[config.mk]
export PLATFORM = sky130hd
export DESIGN_NAME = cache_arbiter
export DESIGN_NICKNAME = d
export VERILOG_FILES = /design/src/rtl/cache_arbiter.sv
export SDC_FILE = /design/constraint.sdc
export NUM_CORES = 1
export LEC_CHECK = 0
export CAP_MARGIN = 20
export CORE_AREA = 2 2 394 396
export DETAILED_ROUTE_END_ITERATION = 10
export DIE_AREA = 0 0 396 398
export GPL_ROUTABILITY_DRIVEN = 0
export HOLD_SLACK_MARGIN = 0.08
export PLACE_DENSITY = 0.32
export SYNTH_ARGS = -nofsm -noshare
export SYNTH_HDL_FRONTEND = slang
export SYNTH_SLANG_ARGS = --single-unit
[constraint.sdc]
create_clock -name clk -period 3.1 [get_ports clk]
set_input_delay 0.62 -clock clk [delete_from_list [all_inputs] [get_ports clk]]
set_output_delay 0.62 -clock clk [all_outputs]
set_load 0.02 [all_outputs]
[src/rtl/cache_arbiter.sv]
// cache_arbiter: I/D line arbiter and 4-beat burst adaptor onto the single memory port.
// Define CACHE_ARB_RR_EN for round-robin I/D arbitration; otherwise the D-cache always wins.
module cache_arbiter #(
    parameter int LINE_W = 256,
    parameter int BEAT_W = 64,
    parameter int ADDR_W = 32
) (
    input  logic              clk,
    input  logic              rst_n,
    input  logic              i_read,
    input  logic [ADDR_W-1:0] i_addr,
    output logic [LINE_W-1:0] i_rdata,
    output logic              i_resp,
    input  logic              d_read,
    input  logic              d_write,
    input  logic [ADDR_W-1:0] d_addr,
    input  logic [LINE_W-1:0] d_wdata,
    output logic [LINE_W-1:0] d_rdata,
    output logic              d_resp,
    output logic              pmem_read,
    output logic              pmem_write,
    output logic [ADDR_W-1:0] pmem_addr,
    output logic [BEAT_W-1:0] pmem_wdata,
    input  logic [BEAT_W-1:0] pmem_rdata,
    input  logic              pmem_resp
);
    localparam int NBEATS = LINE_W / BEAT_W;
    localparam int CNT_W  = $clog2(NBEATS);
    localparam int OFF_W  = $clog2(LINE_W / 8);
    localparam logic [CNT_W-1:0] LAST_BEAT = CNT_W'(NBEATS - 1);

    typedef enum logic [2:0] {IDLE, I_RD, D_RD, D_WR, DONE} state_t;

    state_t                        state_q, state_d;
    logic [CNT_W-1:0]              beat_q, beat_d;
    logic [NBEATS-1:0][BEAT_W-1:0] line_q, line_d;
    logic [ADDR_W-1:0]             addr_q, addr_d;
    logic                          own_d_q, own_d_d;
    logic                          d_req, d_first;
    logic                          unused_addr_bits;

    assign d_req            = d_read | d_write;
    assign unused_addr_bits = ^{i_addr[OFF_W-1:0], d_addr[OFF_W-1:0]};

`ifdef CACHE_ARB_RR_EN
    logic last_d_q, last_d_d;
    // On contention the side that did not get the previous grant goes first.
    assign d_first = ~last_d_q;

    always_ff @(posedge clk or negedge rst_n) begin
        if (!rst_n) last_d_q <= 1'b0;
        else        last_d_q <= last_d_d;
    end
`else
    assign d_first = 1'b1;
`endif

    always_ff @(posedge clk or negedge rst_n) begin
        if (!rst_n) begin
            state_q <= IDLE;
            beat_q  <= '0;
            line_q  <= '0;
            addr_q  <= '0;
            own_d_q <= 1'b0;
        end else begin
            state_q <= state_d;
            beat_q  <= beat_d;
            line_q  <= line_d;
            addr_q  <= addr_d;
            own_d_q <= own_d_d;
        end
    end

    always_comb begin
        state_d = state_q;
        beat_d  = beat_q;
        line_d  = line_q;
        addr_d  = addr_q;
        own_d_d = own_d_q;
`ifdef CACHE_ARB_RR_EN
        last_d_d = last_d_q;
`endif
        case (state_q)
            IDLE: begin
                if (d_req && (!i_read || d_first)) begin
                    state_d = d_write ? D_WR : D_RD;
                    addr_d  = {d_addr[ADDR_W-1:OFF_W], {OFF_W{1'b0}}};
                    own_d_d = 1'b1;
                    if (d_write) line_d = d_wdata;
`ifdef CACHE_ARB_RR_EN
                    last_d_d = 1'b1;
`endif
                end else if (i_read) begin
                    state_d = I_RD;
                    addr_d  = {i_addr[ADDR_W-1:OFF_W], {OFF_W{1'b0}}};
                    own_d_d = 1'b0;
`ifdef CACHE_ARB_RR_EN
                    last_d_d = 1'b0;
`endif
                end
            end
            I_RD, D_RD: begin
                if (pmem_resp) begin
                    line_d[beat_q] = pmem_rdata;
                    beat_d         = beat_q + 1'b1;
                    if (beat_q == LAST_BEAT) state_d = DONE;
                end
            end
            D_WR: begin
                if (pmem_resp) begin
                    beat_d = beat_q + 1'b1;
                    if (beat_q == LAST_BEAT) state_d = DONE;
                end
            end
            DONE: begin
                beat_d  = '0;
                state_d = IDLE;
            end
            default: state_d = IDLE;
        endcase
    end

    // All outputs decode registered state only, so no request input reaches pmem_* combinationally.
    always_comb begin
        pmem_read  = (state_q == I_RD) || (state_q == D_RD);
        pmem_write = (state_q == D_WR);
        pmem_addr  = addr_q;
        pmem_wdata = (state_q == D_WR) ? line_q[beat_q] : '0;
        i_resp     = (state_q == DONE) && !own_d_q;
        d_resp     = (state_q == DONE) &&  own_d_q;
        i_rdata    = line_q;
        d_rdata    = line_q;
    end

`ifndef SYNTHESIS
    a_no_rd_wr: assert property (@(posedge clk) disable iff (!rst_n) !(d_read && d_write))
        else $error("cache_arbiter: d_read and d_write asserted together");
`endif

endmodule

==> impl_metrics.yaml <==
die:
  die_area_um2: 157600
  ioPinCount: 1002
  fp.coreArea_um2: 153300
  start_util_pct: 12.47
  rows: 144
  fp.dieW_um: 396
  fp.dieH_um: 398
clocking:
  numCtsBuffers: 43
  h-tree-depth: 2
  ctsLongestPathBuffers: 3
  cts_tree: "built"
  clock-sinks: 289
  cts_root_buf: "clkbuf_16"
  worstSkewPairLatency_ns: 0.59
  path_clk_slew_ns: 0.05
power:
  p_int_uw: 20140
  vdd_ir_drop_max_uv: 789.6
  pwr_density_cell_nw_per_um2: 1248
  p_seq_share_pct: 20.9
  sw_frac_of_total_pct: 48.71
  p_switching_uw: 19120
  p_leak_uw: 0.01177
  clock_power_share_pct: 12.9
  combPwrFrac_pct: 66.2
global_route:
  antenna_found_initial: 23
  grt_usage_pct: 14.81
  first_global_vias: 18860
  grt_start_max_net_pins: 126
  grt_overflow: 0
  grt_pass1_wl_um: 164100
yosys:
  synth.cell_area_um2: 19130
  synthTopCellsByArea: "dfrtp_1, mux2_2, o21ai_0"
  yosysTopAreaCellShare_pct: 37.81
  ys.warnings.count: 0
  synthFlopType: "dfrtp_1"
  syn-instance-count: 2007
  synthArstFlopShare_pct: 100.0
  synth_cell_types: 33
  ys_seq_area_share_pct: 37.81
  synth_edf_count: 0
  synth_top_cell_by_area: "dfrtp_1"
  synth.avg_cell_area_um2: 9.530
  ys_ff_latch: 289
timing:
  worst_slew_pin_slew_ns: 0.7711
  max_freq_mhz: 325.8
  relSlewSlack_pct: 48.43
  whs_ns: 0.4971
  grt_setup_unrepaired: "yes"
  final_hold_viol_count: 0
  post-route-min-period_ns: 3.069
  tns_ns: 0
  fin_ws_ns: 0.03055
  skew_ns: 0.02130
  drv_slew: 0
  setup_viol: 0
  timing.final.crit_share_pct: 99.01
placed_design:
  portBuffers: 986
  place_hpwl_um: 90690
  preCtsSetupSlack_ns: 0.3141
setup_path:
  crit_fanout: 5
  worstPathArrival_ns: 2.45
  slowest_delay_ns: 0.52
  worstSetupEndpointType: "output pin"
  worstSetupPathType: "reg -> out"
  start_kind: "flip-flop"
  critPathSlowestCell: "dfrtp_4"
  worstPathCellList: "buf_4 > buf_16 > buf_12 > buf_4 > mux4_2 > nor2b_1 > buf_2"
  crit_top_cell: "buf_4"
  required_ns: 2.48
routing:
  routedWlPerCell_um: 25.59
  final_antenna_net_count: 0
  vias: 18180
  vias_per_cell: 3.797
  drtPass1Iterations: 4
  drc: 0
  drt-initial-drc-count: 791
  wl_um: 122500
flow_run:
  maxCapViolations: 0
layout:
  final_cell_mix: "clkdlybuf4s50_1, o21ai_0, dfrtp_1"
  fin_nets: 3104
  n_fill_cell: 16870
  final_common_cell: "clkdlybuf4s50_1"
  drive_above_1_share_pct: 20.02
  area_growth_pct: 64.46
  postLayoutCoreUtil_pct: 20.52
hold_path:
  hold_class: "reg -> reg"
run_status:
  status: "finished, final reports clean"
[metal layers]
metal  up-vias  share of wire (%)  track usage, %
li1       8146                  -               -
met1      9262                 43           18.52
met2       656                 51           26.31
met3       108                5.0           2.766
met4        12                1.8           3.123
met5         -              0.065               0
[metrics by stage]
stage	instance area [µm²]	cells	power (µW)
CTS	31370	4771	39970
detailed placement	29860	4692	34420
finish	31460	4789	39260
floorplan	19140	2011	22010
global placement	29860	4692	34540
global route	31450	4786	41610
[flip-flops by register name, indices dropped and copies added, names as in the netlist]
register / cells
beat_q: 2
d_rdata: 256
state_q: 3
pmem_addr: 27
own_d_q: 1
[worst max-delay path, delay by kind of cell (launching register included)]
family / cells / cell delay, ns
and+or+nand+nor: 1 / 0.14
buffers and inverters: 5 / 0.77
muxes: 1 / 0.41
DFF: 1 / 0.52
[synth_stat cells, types with 17 or more instances]
cell type / instances
o21ai_0: 515
dfrtp_1: 289
buf_4: 268
nand2_1: 264
mux2_2: 245
clkbuf_1: 119
nor2b_1: 65
mux4_2: 64
a21oi_1: 32
nor2_1: 32
mux2i_1: 27
buf_6: 18
buf_2: 17
[final cells by class]
type                       instances  area (µm²)  area share [%]
multi-input combinational       1285        9206           29.27
sequential                       289        7246           23.03
clock buffer                      63        1284           4.081
antenna                            8       20.02         0.06364
inverter                           4       15.01         0.04773
tap                             2044        2557           8.130
clock inverter                     9       103.9          0.3302
timing repair buffer            1087       11020           35.04
[kinds of logic (layout without fill, tap and decap cells)]
group,after synthesis,in the layout,share of synthesized area [%]
AO/OA/AOI/OAI,553,553,14.74
XOR/XNOR,2,2,0.1309
adder cells (fa/ha/maj),4,4,0.2617
buffers and inverters,437,1163,14.65
flip-flops,289,289,37.81
multiplexers,347,347,24.02
other,1,13,0.01961
AND/OR/NAND/NOR,374,374,8.361
[repair_timing]
item | 4_1_cts | 5_1_grt
gates resized for setup | 89 | 56
buffers inserted | 4 | 9
gates cloned | 2 | 1
endpoints found under the hold margin | 39 | 0
hold buffers | 1 | 0
endpoints found under the setup margin | 63 | 39
[worst paths after layout]
path	from	to	slack [ns]	cells past startpoint
setup reg to reg	beat_q[0]	d_rdata[167]	0.54	8
hold / removal	own_d_q	own_d_q	0.50	2
min in group asynchronous	rst_n	d_rdata[102]	0.57	2
hold reg to reg	own_d_q	own_d_q	0.50	2
setup / recovery	beat_q[0]	pmem_wdata[31]	0.03	7
max in group asynchronous	rst_n	pmem_addr[16]	1.63	3
[power by group through the flow]
| stage | sequential, µW | combinational, µW | clock [µW] |
|---|---|---|---|
| floorplan | 8730 | 13300 | 0 |
| global placement | 8330 | 26200 | 0 |
| detailed placement | 8360 | 26100 | 0 |
| CTS | 8330 | 26300 | 5320 |
| global route | 8460 | 27700 | 5440 |
| finish | 8210 | 26000 | 5060 |
(Power assumes the default switching activity.)
==> RTL edit 1: new RTL, same settings <==
Add a define of `CACHE_ARB_RR_EN`.
--- a/src/rtl/cache_arbiter.sv
+++ b/src/rtl/cache_arbiter.sv
@@ -1,4 +1,6 @@
 // cache_arbiter: I/D line arbiter and 4-beat burst adaptor onto the single memory port.
 // Define CACHE_ARB_RR_EN for round-robin I/D arbitration; otherwise the D-cache always wins.
+`define CACHE_ARB_RR_EN
+
 module cache_arbiter #(
     parameter int LINE_W = 256,
Check against the original RTL: not settled (the Yosys comparison gave no result); the edit may change what the design does.
==> RTL edit 1 against the original RTL <==
- total power is 2.9% higher
- routed wire length is 1.5% higher
- area after synthesis is 2.1% lower
- sequential cell count stayed put
- sequential share of layout area is 0.18 points higher
- clock skew is 0.0038 ns lower
- maximum frequency is 0.45% higher
- largest cell class unchanged
- via count hardly changed
- critical path depth is 1 lower
- setup slack better by 0.014 ns
- highest routed layer unchanged
- core utilization is 0.16 points lower
- non-clock buffer count is 19 higher
- register-to-register slack worse by 0.13 ns
- final area is 0.80% lower
==> RTL edit 1: results (changes against the original RTL) <==
The global routing met1 resource utilization was 17.91% (-0.61 points); the power density over cell area was 1294 mW/mm^2 (+3.7%). The via count normalized by instance count was 3.779 (-0.47%). The count of max-cap constraint violations came out at 0 (unchanged). The part of the power in registers was 20.4% (-0.5 points). For hold timing, the worst endpoint is pmem_addr[20]$_DFFE_PN0P_. The detailed placer's ending HPWL is 92000 microns (+1.4%), and the met3 track demand over resource is 3.555% (+0.79 points). The run gives 20.39 mW (+1.3%) as the internal power consumption.

The critical-path maximum fanout was 11 (+6). The logs give 327.2 MHz (+0.45%) for the fmax and 0.2290 ns (-0.08509 ns) for the pre-CTS setup slack. The routing usage on met2 was 26.69% (+0.38 points). The routed length per placed instance was 25.87 microns (+1.1%). Share of the yosys chip area belonging to registers: 38.63% (+0.81 points). The flow ran to the end, and the final reports show no timing, DRC or antenna violations. The tools report the filler cell count in the final layout as 16950 (+0.48%).

The tools report the total global-route track usage as 15.13% (+0.32 points). The mean area per synthesized cell came out at 9.343 sq um (-2.0%). The register-to-register path setup slack came out at 0.41 ns (-0.13 ns). The area fraction in compound gates after synthesis is 13.65% (-1.1 points). The worst ir drop on vdd was 0.001163 V (+47%); the routed length on met3 was 7206 microns (+18%). The logs give 5 (+1) for the iteration count of the initial detailed-routing pass and 4810 (+0.44%) for the non-filler instance count after layout.

The fraction of layout instances using a drive strength above 1 was 18.40% (-1.6 points); the relative area change from synthesis to final layout was 66.66%. The run gives 63700 microns (+2.8%) as the wire length on met2. For the first-pass GRT wire length, the log shows 166900 microns (+1.7%). The violation count after the first detailed-route iteration came out at 841 (+6.3%). The worst setup path endpoint is pmem_wdata[26]. Number of placed instances, taps included: 4698 (+0.13%). The area share of xor/xnor cells in the synthesized design is 0.08688% (-0.044 points), and the worst slew slack as a fraction of its limit is 36.70% (-12 points). The placed standard-cell area was 0.02958 sq mm (-0.94%).

For the number of setup buffers added after CTS, the log shows 17 (+13). The post-cts resize count is 176 (+98%). The clock group total power was 4.97 mW (-2%).

The via count of the first global-routing pass was 19120 (+1.4%); the worst reg2reg path depth was 5 (-3). The commonest cells after synthesis are 387 x sky130_fd_sc_hd__o21ai_0, 289 x sky130_fd_sc_hd__dfrtp_1, 264 x sky130_fd_sc_hd__buf_4. The met1 wire length is 49880 microns (-4.3%).

By area the synthesized netlist is led by sky130_fd_sc_hd__dfrtp_1 39%, sky130_fd_sc_hd__mux2_2 12%, sky130_fd_sc_hd__buf_4 11%, sky130_fd_sc_hd__o21ai_0 10%, sky130_fd_sc_hd__mux4_2 7.7%. The reg-to-reg critical path endpoint was d_rdata[128]$_DFFE_PN0P_. Static leakage: 11.77 nW (about the same). For the final setup skew, the log shows 0.01751 ns (-0.003785 ns). The worst hold margin was 0.5236 ns (+0.02646 ns).

The fraction of the mapped netlist area in adder cells is 0.2673% (+0.0056 points). The share of cell area taken by muxes after synthesis is 20.69% (-3.3 points), and the post-layout net count is 3118 (+0.45%). The startpoint identified for the worst register-to-register timing path is state_q[2]$_DFFE_PN0P_.
-- RTL edit 1: worst register-to-register path, cell delays in order (launching register included) --
cell                      delay (ns)
sky130_fd_sc_hd__dfrtp_4        0.44
sky130_fd_sc_hd__buf_4          0.42
sky130_fd_sc_hd__or2_4          0.30
sky130_fd_sc_hd__buf_4          0.58
sky130_fd_sc_hd__o21ai_0        0.48
sky130_fd_sc_hd__mux2_2         0.36
-- RTL edit 1: final cells by class --
| type | instances | share of cell area (%) |
|---|---|---|
| antenna | 16 | 0.1283 |
| clock buffer | 64 | 4.062 |
| clock inverter | 7 | 0.2887 |
| inverter | 7 | 0.09222 |
| multi-input combinational | 1277 | 28.16 |
| sequential | 289 | 23.22 |
| tap | 2044 | 8.196 |
| timing repair buffer | 1106 | 35.86 |
-- RTL edit 1: cell families after synthesis --
family,count (synthesis)
buffers and inverters,442
AND/OR/NAND/NOR,495
AO/OA/AOI/OAI,489
other,1
multiplexers,283
XOR/XNOR,1
adder cells (fa/ha/maj),4
flip-flops,289
==> RTL edit 2: new RTL, same flow settings <==
Made on the original files. Register the output `pmem_addr`, without a reset; this adds one clock of latency there. The other outputs are not delayed to match.
--- a/src/rtl/cache_arbiter.sv
+++ b/src/rtl/cache_arbiter.sv
@@ -31,4 +31,6 @@
 
     typedef enum logic [2:0] {IDLE, I_RD, D_RD, D_WR, DONE} state_t;
+
+    logic [ADDR_W-1:0] pmem_addr_d;
 
     state_t                        state_q, state_d;
@@ -125,5 +127,5 @@
         pmem_read  = (state_q == I_RD) || (state_q == D_RD);
         pmem_write = (state_q == D_WR);
-        pmem_addr  = addr_q;
+        pmem_addr_d = addr_q;
         pmem_wdata = (state_q == D_WR) ? line_q[beat_q] : '0;
         i_resp     = (state_q == DONE) && !own_d_q;
@@ -138,4 +140,8 @@
 `endif
 
+    always_ff @(posedge clk) begin
+        pmem_addr <= pmem_addr_d;
+    end
+
 endmodule
 
Behaviour: not the same (Yosys sat finds a counterexample within 4 cycles, from zero or initial values and one cycle with rst_n low).
==> RTL edit 2 against the original RTL <==
- total power increased by 3.1%
- area after synthesis increased by 2.8%
- combinational power about the same
- global-route usage increased by 0.18 points
- sequential cell count increased by 27
- setup slack improved by 0.038 ns
- routed wire length increased by 0.33%
- final area increased by 2.4%
- critical path type unchanged
- highest routed layer unchanged
==> RTL edit 2: results (changes against the original RTL) <==
The proportion of total power due to net switching is 48.05% (-0.66 points), and the placed standard-cell area is 0.03040 sq mm (+1.8%). The via count normalized by instance count is 3.779 (-0.48%), and the global routing met1 resource utilization is 18.80% (+0.28 points). Met3 track demand over resource: 2.913% (+0.15 points). Among all stages on the critical path, the largest delay is contributed by sky130_fd_sc_hd__dfrtp_4. The detailed placer's ending HPWL is 88590 microns (-2.3%), and the worst ir drop on vdd is 0.0007731 V (-2.1%). The logs give 230 (+160%) for the post-cts resize count and 122900 microns (+0.33%) for the aggregate routed wire length. The TritonCTS buffer count came out at 47 (+9.3%). The data arrival time of the critical path was 2.41 ns (-0.04 ns).

The logs give 12.11 nW (+2.9%) for the static leakage and 0.3307 ns (+0.01661 ns) for the pre-CTS setup slack. The routed length on met3 was 5909 microns (-3.6%). The logs give 4717 (+0.53%) for the number of placed instances, taps included and 4831 (+0.88%) for the non-filler instance count after layout. The mean area per synthesized cell works out to 9.669 sq um (+1.5%). The share of cell area taken by muxes after synthesis is 23.36% (-0.66 points). The clock-pin slew on the worst setup and hold paths is 0.07 ns (+0.02 ns), and the clock group total power is 5.67 mW (+12%). Critical-path maximum fanout: 6 (+1). Area share of xor/xnor cells in the synthesized design: 0.1272% (-0.0036 points). The fraction of registers with async set or reset after synthesis works out to 91.46% (-8.5 points). The first-pass GRT wire length is 166400 microns (+1.4%). The run gives 64.3% (-1.9 points) as the relative contribution of combinational cells to total power. The via count of the first global-routing pass was 19130 (+1.5%); the final setup skew was 0.03939 ns (+0.01810 ns). The clock latency at the later pin of the worst-skew pair was 0.64 ns (+0.05 ns).

The fraction of layout instances using a drive strength above 1 is 20.71% (+0.69 points), and the post-layout net count is 3139 (+1.1%). The worst hold path begins at addr_q[18]$_DFFE_PN0P_. The part of the power in registers was 21.6% (+0.7 points). The share of the yosys chip area belonging to registers is 39.52% (+1.7 points).

The run finished with clean final reports. Number of setup buffers added after CTS: 16 (+12). The number of different library cells in the post-synthesis netlist was 34 (+3.0%); the met1 wire length was 52640 microns (+0.94%).

The tools report the violation count after the first detailed-route iteration as 888 (+12%). The largest net degree at the start of global routing is 122 (-3.2%). The total global-route track usage is 14.99% (+0.18 points). Yosys attributes the largest share of cell area to sky130_fd_sc_hd__dfrtp_1 37%, sky130_fd_sc_hd__mux2_2 14%, sky130_fd_sc_hd__o21ai_0 13%, sky130_fd_sc_hd__buf_4 10%, sky130_fd_sc_hd__mux4_2 7.3%.

The routing usage on met2 is 26.39% (+0.072 points), and the area fraction in compound gates after synthesis is 14.33% (-0.41 points). For the wire length on met2, the log shows 61880 microns (-0.15%).
==> RTL edit 2: final timing paths <==
kind	endpoint	slack (ns)	cells past startpoint
worst max-delay path	pmem_wdata[3]	0.07	6
worst min-delay path	pmem_addr[18]$_DFF_P_	0.35	0
worst max register to register	d_rdata[164]$_DFFE_PN0P_	0.37	10
worst min register to register	pmem_addr[18]$_DFF_P_	0.35	0
max in group asynchronous	d_rdata[40]$_DFFE_PN0P_	1.59	3
min in group asynchronous	d_rdata[162]$_DFFE_PN0P_	0.63	2
==> RTL edit 2: area by class of cell <==
| type | instances | area, sq um |
|---|---|---|
| fill | 16900 | 121100 |
| timing repair buffer | 1091 | 11010 |
| multi-input combinational | 1285 | 9223 |
| sequential | 316 | 7784 |
| tap | 2044 | 2557 |
| clock buffer | 72 | 1390 |
| clock inverter | 13 | 212.7 |
| inverter | 4 | 15.01 |
| antenna | 6 | 15.01 |
